[config.mk]
export PLATFORM = sky130hd
export DESIGN_NAME = tdm_demux8
export DESIGN_NICKNAME = d
export VERILOG_FILES = /design/src/rtl/tdm_pkg.sv /design/src/rtl/tdm_slot_ctr.sv /design/src/rtl/tdm_demux8.sv
export SDC_FILE = /design/constraint.sdc
export NUM_CORES = 1
export LEC_CHECK = 0
export BUFFER_PORTS_ARGS = -buffer_cell sky130_fd_sc_hd__buf_2
export CAP_MARGIN = 20
export CELL_PAD_IN_SITES_DETAIL_PLACEMENT = 1
export CELL_PAD_IN_SITES_GLOBAL_PLACEMENT = 1
export CORE_MARGIN = 4
export CORE_UTILIZATION = 38
export CTS_CLUSTER_SIZE = 20
export DETAILED_ROUTE_END_ITERATION = 8
export GPL_TIMING_DRIVEN = 0
export PLACE_DENSITY = 0.81
export SETUP_SLACK_MARGIN = 0.5
export SYNTH_ARGS = -nofsm -noshare
export SYNTH_HDL_FRONTEND = slang
export SYNTH_HIERARCHICAL = 1
export SYNTH_SLANG_ARGS = --single-unit
[constraint.sdc]
create_clock -name clk -period 1.7 [get_ports clk]
set_input_delay 0.255 -clock clk [delete_from_list [all_inputs] [get_ports clk]]
set_output_delay 0.255 -clock clk [all_outputs]
set_load 0.02 [all_outputs]
[src/rtl/tdm_pkg.sv]
// Shared constants and state type for the TDM demultiplexer.
// Optional build macro: TDM_DEMUX_PARITY_EN adds a trailing even-parity slot to each frame.
package tdm_pkg;

  localparam int unsigned NUM_SLOTS = 8;
  localparam int unsigned SLOT_W    = 3;

`ifdef TDM_DEMUX_PARITY_EN
  // Counter runs 0..8; index 8 is the parity slot.
  localparam int unsigned CTR_W     = 4;
  localparam int unsigned LAST_SLOT = NUM_SLOTS;
  // All eight data bits are buffered until the parity bit arrives.
  localparam int unsigned SHADOW_W  = NUM_SLOTS;
`else
  localparam int unsigned CTR_W     = SLOT_W;
  localparam int unsigned LAST_SLOT = NUM_SLOTS - 1;
  // The slot-7 bit goes straight to dout, so only slots 0..6 are buffered.
  localparam int unsigned SHADOW_W  = NUM_SLOTS - 1;
`endif

  typedef enum logic [0:0] {
    HUNT,
    LOCKED
  } state_t;

endpackage

[src/rtl/tdm_slot_ctr.sv]
// Slot counter for the TDM demultiplexer: clear, load-to-1, and increment with wrap at Last.
module tdm_slot_ctr
  import tdm_pkg::*;
#(
  parameter int unsigned Width = CTR_W,
  parameter int unsigned Last  = LAST_SLOT
) (
  input  logic             clk,
  input  logic             rst_n,
  input  logic             clr_i,
  input  logic             load_one_i,
  input  logic             inc_i,
  output logic [Width-1:0] cnt_o
);

  logic [Width-1:0] cnt_d, cnt_q;

  // Next count: clear has priority over load, load over increment.
  always_comb begin
    cnt_d = cnt_q;
    if (clr_i) begin
      cnt_d = '0;
    end else if (load_one_i) begin
      cnt_d = Width'(1);
    end else if (inc_i) begin
      cnt_d = (cnt_q == Width'(Last)) ? '0 : cnt_q + Width'(1);
    end
  end

  // Counter register.
  always_ff @(posedge clk or negedge rst_n) begin
    if (!rst_n) begin
      cnt_q <= '0;
    end else begin
      cnt_q <= cnt_d;
    end
  end

  assign cnt_o = cnt_q;

endmodule

[src/rtl/tdm_demux8.sv]
// Serial TDM to 8-bit parallel demultiplexer with frame-sync hunting and lock tracking.
// Optional build macro: TDM_DEMUX_PARITY_EN (9-slot frames with even parity, par_err active).
module tdm_demux8
  import tdm_pkg::*;
#(
  parameter logic [NUM_SLOTS-1:0] RST_VAL = 8'h00
) (
  input  logic                 clk,
  input  logic                 rst_n,
  input  logic                 din,
  input  logic                 din_valid,
  input  logic                 frame_sync,
  output logic [NUM_SLOTS-1:0] dout,
  output logic                 dout_valid,
  output logic [SLOT_W-1:0]    slot,
  output logic                 locked,
  output logic                 sync_err,
  output logic                 par_err
);

  state_t                state_d, state_q;
  logic [SHADOW_W-1:0]   shadow_d, shadow_q;
  logic [NUM_SLOTS-1:0]  dout_d, dout_q;
  logic                  dout_valid_d, dout_valid_q;
  logic                  sync_err_d, sync_err_q;
  logic                  ctr_clr, ctr_load, ctr_inc;
  logic [CTR_W-1:0]      cnt;
`ifdef TDM_DEMUX_PARITY_EN
  logic                  par_err_d, par_err_q;
`endif

  tdm_slot_ctr #(
    .Width (CTR_W),
    .Last  (LAST_SLOT)
  ) u_slot_ctr (
    .clk        (clk),
    .rst_n      (rst_n),
    .clr_i      (ctr_clr),
    .load_one_i (ctr_load),
    .inc_i      (ctr_inc),
    .cnt_o      (cnt)
  );

  // Next-state, shadow capture and frame completion.
  always_comb begin
    state_d      = state_q;
    shadow_d     = shadow_q;
    dout_d       = dout_q;
    dout_valid_d = 1'b0;
    sync_err_d   = 1'b0;
    ctr_clr      = 1'b0;
    ctr_load     = 1'b0;
    ctr_inc      = 1'b0;
`ifdef TDM_DEMUX_PARITY_EN
    par_err_d    = 1'b0;
`endif
    case (state_q)
      HUNT: begin
        // Hold the counter at 0 until a frame_sync is seen.
        ctr_clr = 1'b1;
        if (din_valid && frame_sync) begin
          shadow_d    = '0;
          shadow_d[0] = din;
          ctr_clr     = 1'b0;
          ctr_load    = 1'b1;
          state_d     = LOCKED;
        end
      end
      LOCKED: begin
        if (din_valid) begin
          if (frame_sync && (cnt != '0)) begin
            // Misplaced sync: restart the frame on this bit, keep dout.
            sync_err_d  = 1'b1;
            shadow_d    = '0;
            shadow_d[0] = din;
            ctr_load    = 1'b1;
          end else begin
            ctr_inc = 1'b1;
`ifdef TDM_DEMUX_PARITY_EN
            if (cnt == CTR_W'(LAST_SLOT)) begin
              // Even parity: data bits plus parity bit must hold an even count of ones.
              if (^{shadow_q, din} == 1'b0) begin
                dout_d       = shadow_q;
                dout_valid_d = 1'b1;
              end else begin
                par_err_d = 1'b1;
              end
            end else begin
              shadow_d[cnt[SLOT_W-1:0]] = din;
            end
`else
            if (cnt == CTR_W'(LAST_SLOT)) begin
              dout_d       = {din, shadow_q};
              dout_valid_d = 1'b1;
            end else begin
              shadow_d[cnt] = din;
            end
`endif
          end
        end
      end
      default: state_d = HUNT;
    endcase
  end

  // State, frame buffer and registered outputs.
  always_ff @(posedge clk or negedge rst_n) begin
    if (!rst_n) begin
      state_q      <= HUNT;
      shadow_q     <= '0;
      dout_q       <= RST_VAL;
      dout_valid_q <= 1'b0;
      sync_err_q   <= 1'b0;
    end else begin
      state_q      <= state_d;
      shadow_q     <= shadow_d;
      dout_q       <= dout_d;
      dout_valid_q <= dout_valid_d;
      sync_err_q   <= sync_err_d;
    end
  end

`ifdef TDM_DEMUX_PARITY_EN
  // Parity error pulse register.
  always_ff @(posedge clk or negedge rst_n) begin
    if (!rst_n) begin
      par_err_q <= 1'b0;
    end else begin
      par_err_q <= par_err_d;
    end
  end

  assign par_err = par_err_q;
  // The parity slot reports as slot 0.
  assign slot    = (cnt == CTR_W'(LAST_SLOT)) ? '0 : cnt[SLOT_W-1:0];
`else
  assign par_err = 1'b0;
  assign slot    = cnt;
`endif

  assign dout       = dout_q;
  assign dout_valid = dout_valid_q;
  assign sync_err   = sync_err_q;
  assign locked     = (state_q == LOCKED);

endmodule

==> flow_metrics.py <==
metrics = {
    "clocking": {
        "insertion_delay_ns": 0.32,
        "clock_path_buffers": 2,
        "cts_tree": "built",
        "cts_root_buffer": "clkbuf_4",
        "cts_buffers": 3,
        "cts.sinks": 21,
        "cts.clk_slew.worst_paths_ns": 0.13,
        "htree_levels": 1,
    },
    "grt": {
        "first_global_vias": 974,
        "grt_pass1_wl_um": 4950,
        "grt_use_total": 0.185,
        "use_met1": 0.229,
        "overflow": 0,
        "antenna_found_initial": 0,
        "met3_usage": 0.0389,
        "grt.busiest_layer": "met2",
        "grt_max_degree": 22,
        "use_met2": 0.319,
    },
    "floorplanning": {
        "dieHeight_um": 60.3,
        "ios": 20,
        "start_util": 0.409,
        "die_x_um": 60.3,
        "dieArea_um2": 3640,
        "core_um2": 2540,
        "rows": 18,
    },
    "sta": {
        "hold_viol_final": 0,
        "maxSlewViolCount": 0,
        "maxSlewHeadroom": 0.585,
        "tightest_slew_ns": 0.616,
        "fmaxAchievable_ghz": 0.581,
        "min_period_ns": 1.72,
        "hold_slack_ns": 0.236,
        "finalSetupViolCount": 4,
        "period_share": 1.01,
        "setup_slack_ns": -0.0199,
        "rsz0062_at_grt": "true",
        "fin_skew_ns": 0.0126,
    },
    "worst_setup_path": {
        "worstSetupEndpointType": "flip-flop",
        "crit_required_ns": 1.97,
        "critPathKind": "reg2reg",
        "cp_max_fo": 5,
        "cp-start-kind": "flip-flop",
        "cp_data_arrival_time_ns": 1.99,
    },
    "route": {
        "drt_wl_total_um": 3110,
        "drt-pass1-iter-count": 4,
        "ant_nets": 0,
        "drt_iter0_markers": 31,
        "via_per_inst": 5.44,
        "drc": 0,
        "num_vias": 882,
        "post_drt_wl_per_cell_um": 19.2,
    },
    "yosys": {
        "synth_area_leader_cell": "dfrtp_1",
        "syn_nets": 92,
        "yosys_warnings": 6,
        "synth_seq_cells": 21,
        "synth_area_leaders": "dfrtp_1 (51%), mux2_2 (9.7%), a22o_1 (3.4%)",
        "ys_seq_area_frac": 0.505,
        "yosysTopAreaCellShare": 0.505,
        "syn_avg_cell_area_um2": 12.2,
        "synthArstFlopShare": 1.00,
        "synth_flop_cell": "dfrtp_1",
        "synth_area_um2": 1040,
        "ys_types": 34,
        "syn_inst": 85,
        "synth_edf_count": 0,
    },
    "status": {
        "failed_checks": "negative setup slack",
        "status": "finished, violations left",
    },
    "flow_run": {
        "maxCapViolations": 0,
    },
    "power_and_ir_drop": {
        "p_per_area_nw_per_um2": 1420,
        "ir_drop_mv": 0.878,
        "p_leak_nw": 0.789,
    },
    "finish": {
        "insertedDiodeCount": 0,
        "final_cell_count_no_fill": 162,
        "layout_common_cells": "buf_4 (17), dfrtp_1 (17), buf_6 (14), buf_2 (13), mux2_4 (9)",
        "layout.nets": 140,
        "design_area_um2": 1590,
        "drive_gt1_frac": 0.598,
        "syn_to_final_growth_pct": 52.6,
    },
    "placement": {
        "placedInstanceArea_um2": 1230,
        "dp_cells": 132,
        "dp_hpwl_um": 1550,
        "gp_congestion": 0.846,
        "port-buffer-count": 17,
    },
    "min_path": {
        "hold_class": "in2reg",
    },
}
==> power breakdown <==
| part | switching, mW | internal (mW) |
|---|---|---|
| registers | 0.0970 | 0.623 |
| logic | 0.582 | 0.701 |
| clock network | 0.166 | 0.0882 |
==> metal layers <==
| layer | share of wire | vias up |
|---|---|---|
| met3 | 0.053 | 12 |
| li1 | - | 403 |
| met1 | 0.40 | 434 |
| met5 | 0 | - |
| met4 | 0.041 | 0 |
| met2 | 0.51 | 33 |
==> Yosys cell counts (2+ instances only) <==
cell	n
mux2i_1	3
mux2_2	9
nor2_1	2
ha_1	2
dfrtp_1	21
nor3b_1	3
buf_2	2
nand3_1	3
a22o_1	4
inv_1	4
o21ai_0	6
nand2_1	2
nor3_1	3
==> path summary, 6_finish.rpt <==
kind / startpoint / end / slack [ns] / depth (start not counted)
max: u_slot_ctr/cnt_o[0] / shadow_q[1] / -0.02 / 6
min in group asynchronous: rst_n / dout_valid / 0.41 / 2
max reg2reg: u_slot_ctr/cnt_o[0] / shadow_q[1] / -0.02 / 6
max in group asynchronous: rst_n / u_slot_ctr/cnt_o[2] / 0.92 / 2
min: din / dout[7] / 0.24 / 2
min reg2reg: dout[4] / dout[4] / 0.53 / 1
==> cell families (layout without fill, tap and decap cells) <==
family                     count (synthesis)  after routing  synth area share
AOI/OAI and AO/OA                         16             16             0.118
muxes                                     12             12             0.126
buffers and inverters                      9             56            0.0469
DFF                                       21             21             0.505
other                                      1              1           0.00361
and+or+nand+nor                           24             24             0.176
adders and majority gates                  2              2            0.0241
==> sequential cells by signal, indices dropped and copies added, names as in the netlist <==
signal and count:
shadow_q 7, locked 1, dout_valid 1, dout 8
u_slot_ctr/cnt_o 3, sync_err 1
==> metrics by stage <==
stage / worst slack, ns / setup TNS [ns] / power (mW) / util
6_report: -0.0199 / -0.0756 / 2.26 / 0.623
5_1_grt: -0.106 / -0.664 / 2.38 / 0.623
3_5_place_dp: -0.0714 / -0.554 / 1.49 / 0.485
2_1_floorplan: 0.0219 / 0 / 1.30 / -
4_1_cts: 0.0542 / 0 / 2.06 / 0.598
3_3_place_gp: -0.00307 / -0.00307 / 1.46 / 0.485
==> worst max-delay path, cell delays in order (launching register included) <==
cell     delay [ns]
dfrtp_2        0.46
buf_6          0.14
o31ai_4        0.32
buf_4          0.18
nand3_4        0.07
nor3_4         0.30
a22o_1         0.21
==> timing repair <==
action	CTS	global route
hold buffers	1	0
buffers inserted	20	4
cloned	1	0
setup endpoints to repair	22	24
resized for setup	17	8
pin swaps	5	9
hold endpoints to repair	21	0
==> final cells by class <==
cell class              instances  area (um2)
repair buffers                 43         367
fillers                       257         958
flip-flops and latches         21         531
well taps                      30        37.5
inverters                       4        15.0
clock inverters                 1        5.00
multi-input cells              55         563
clock buffers                   3        22.5
plain buffers                   5        46.3
Note: power is estimated with default switching activity, not from simulation.
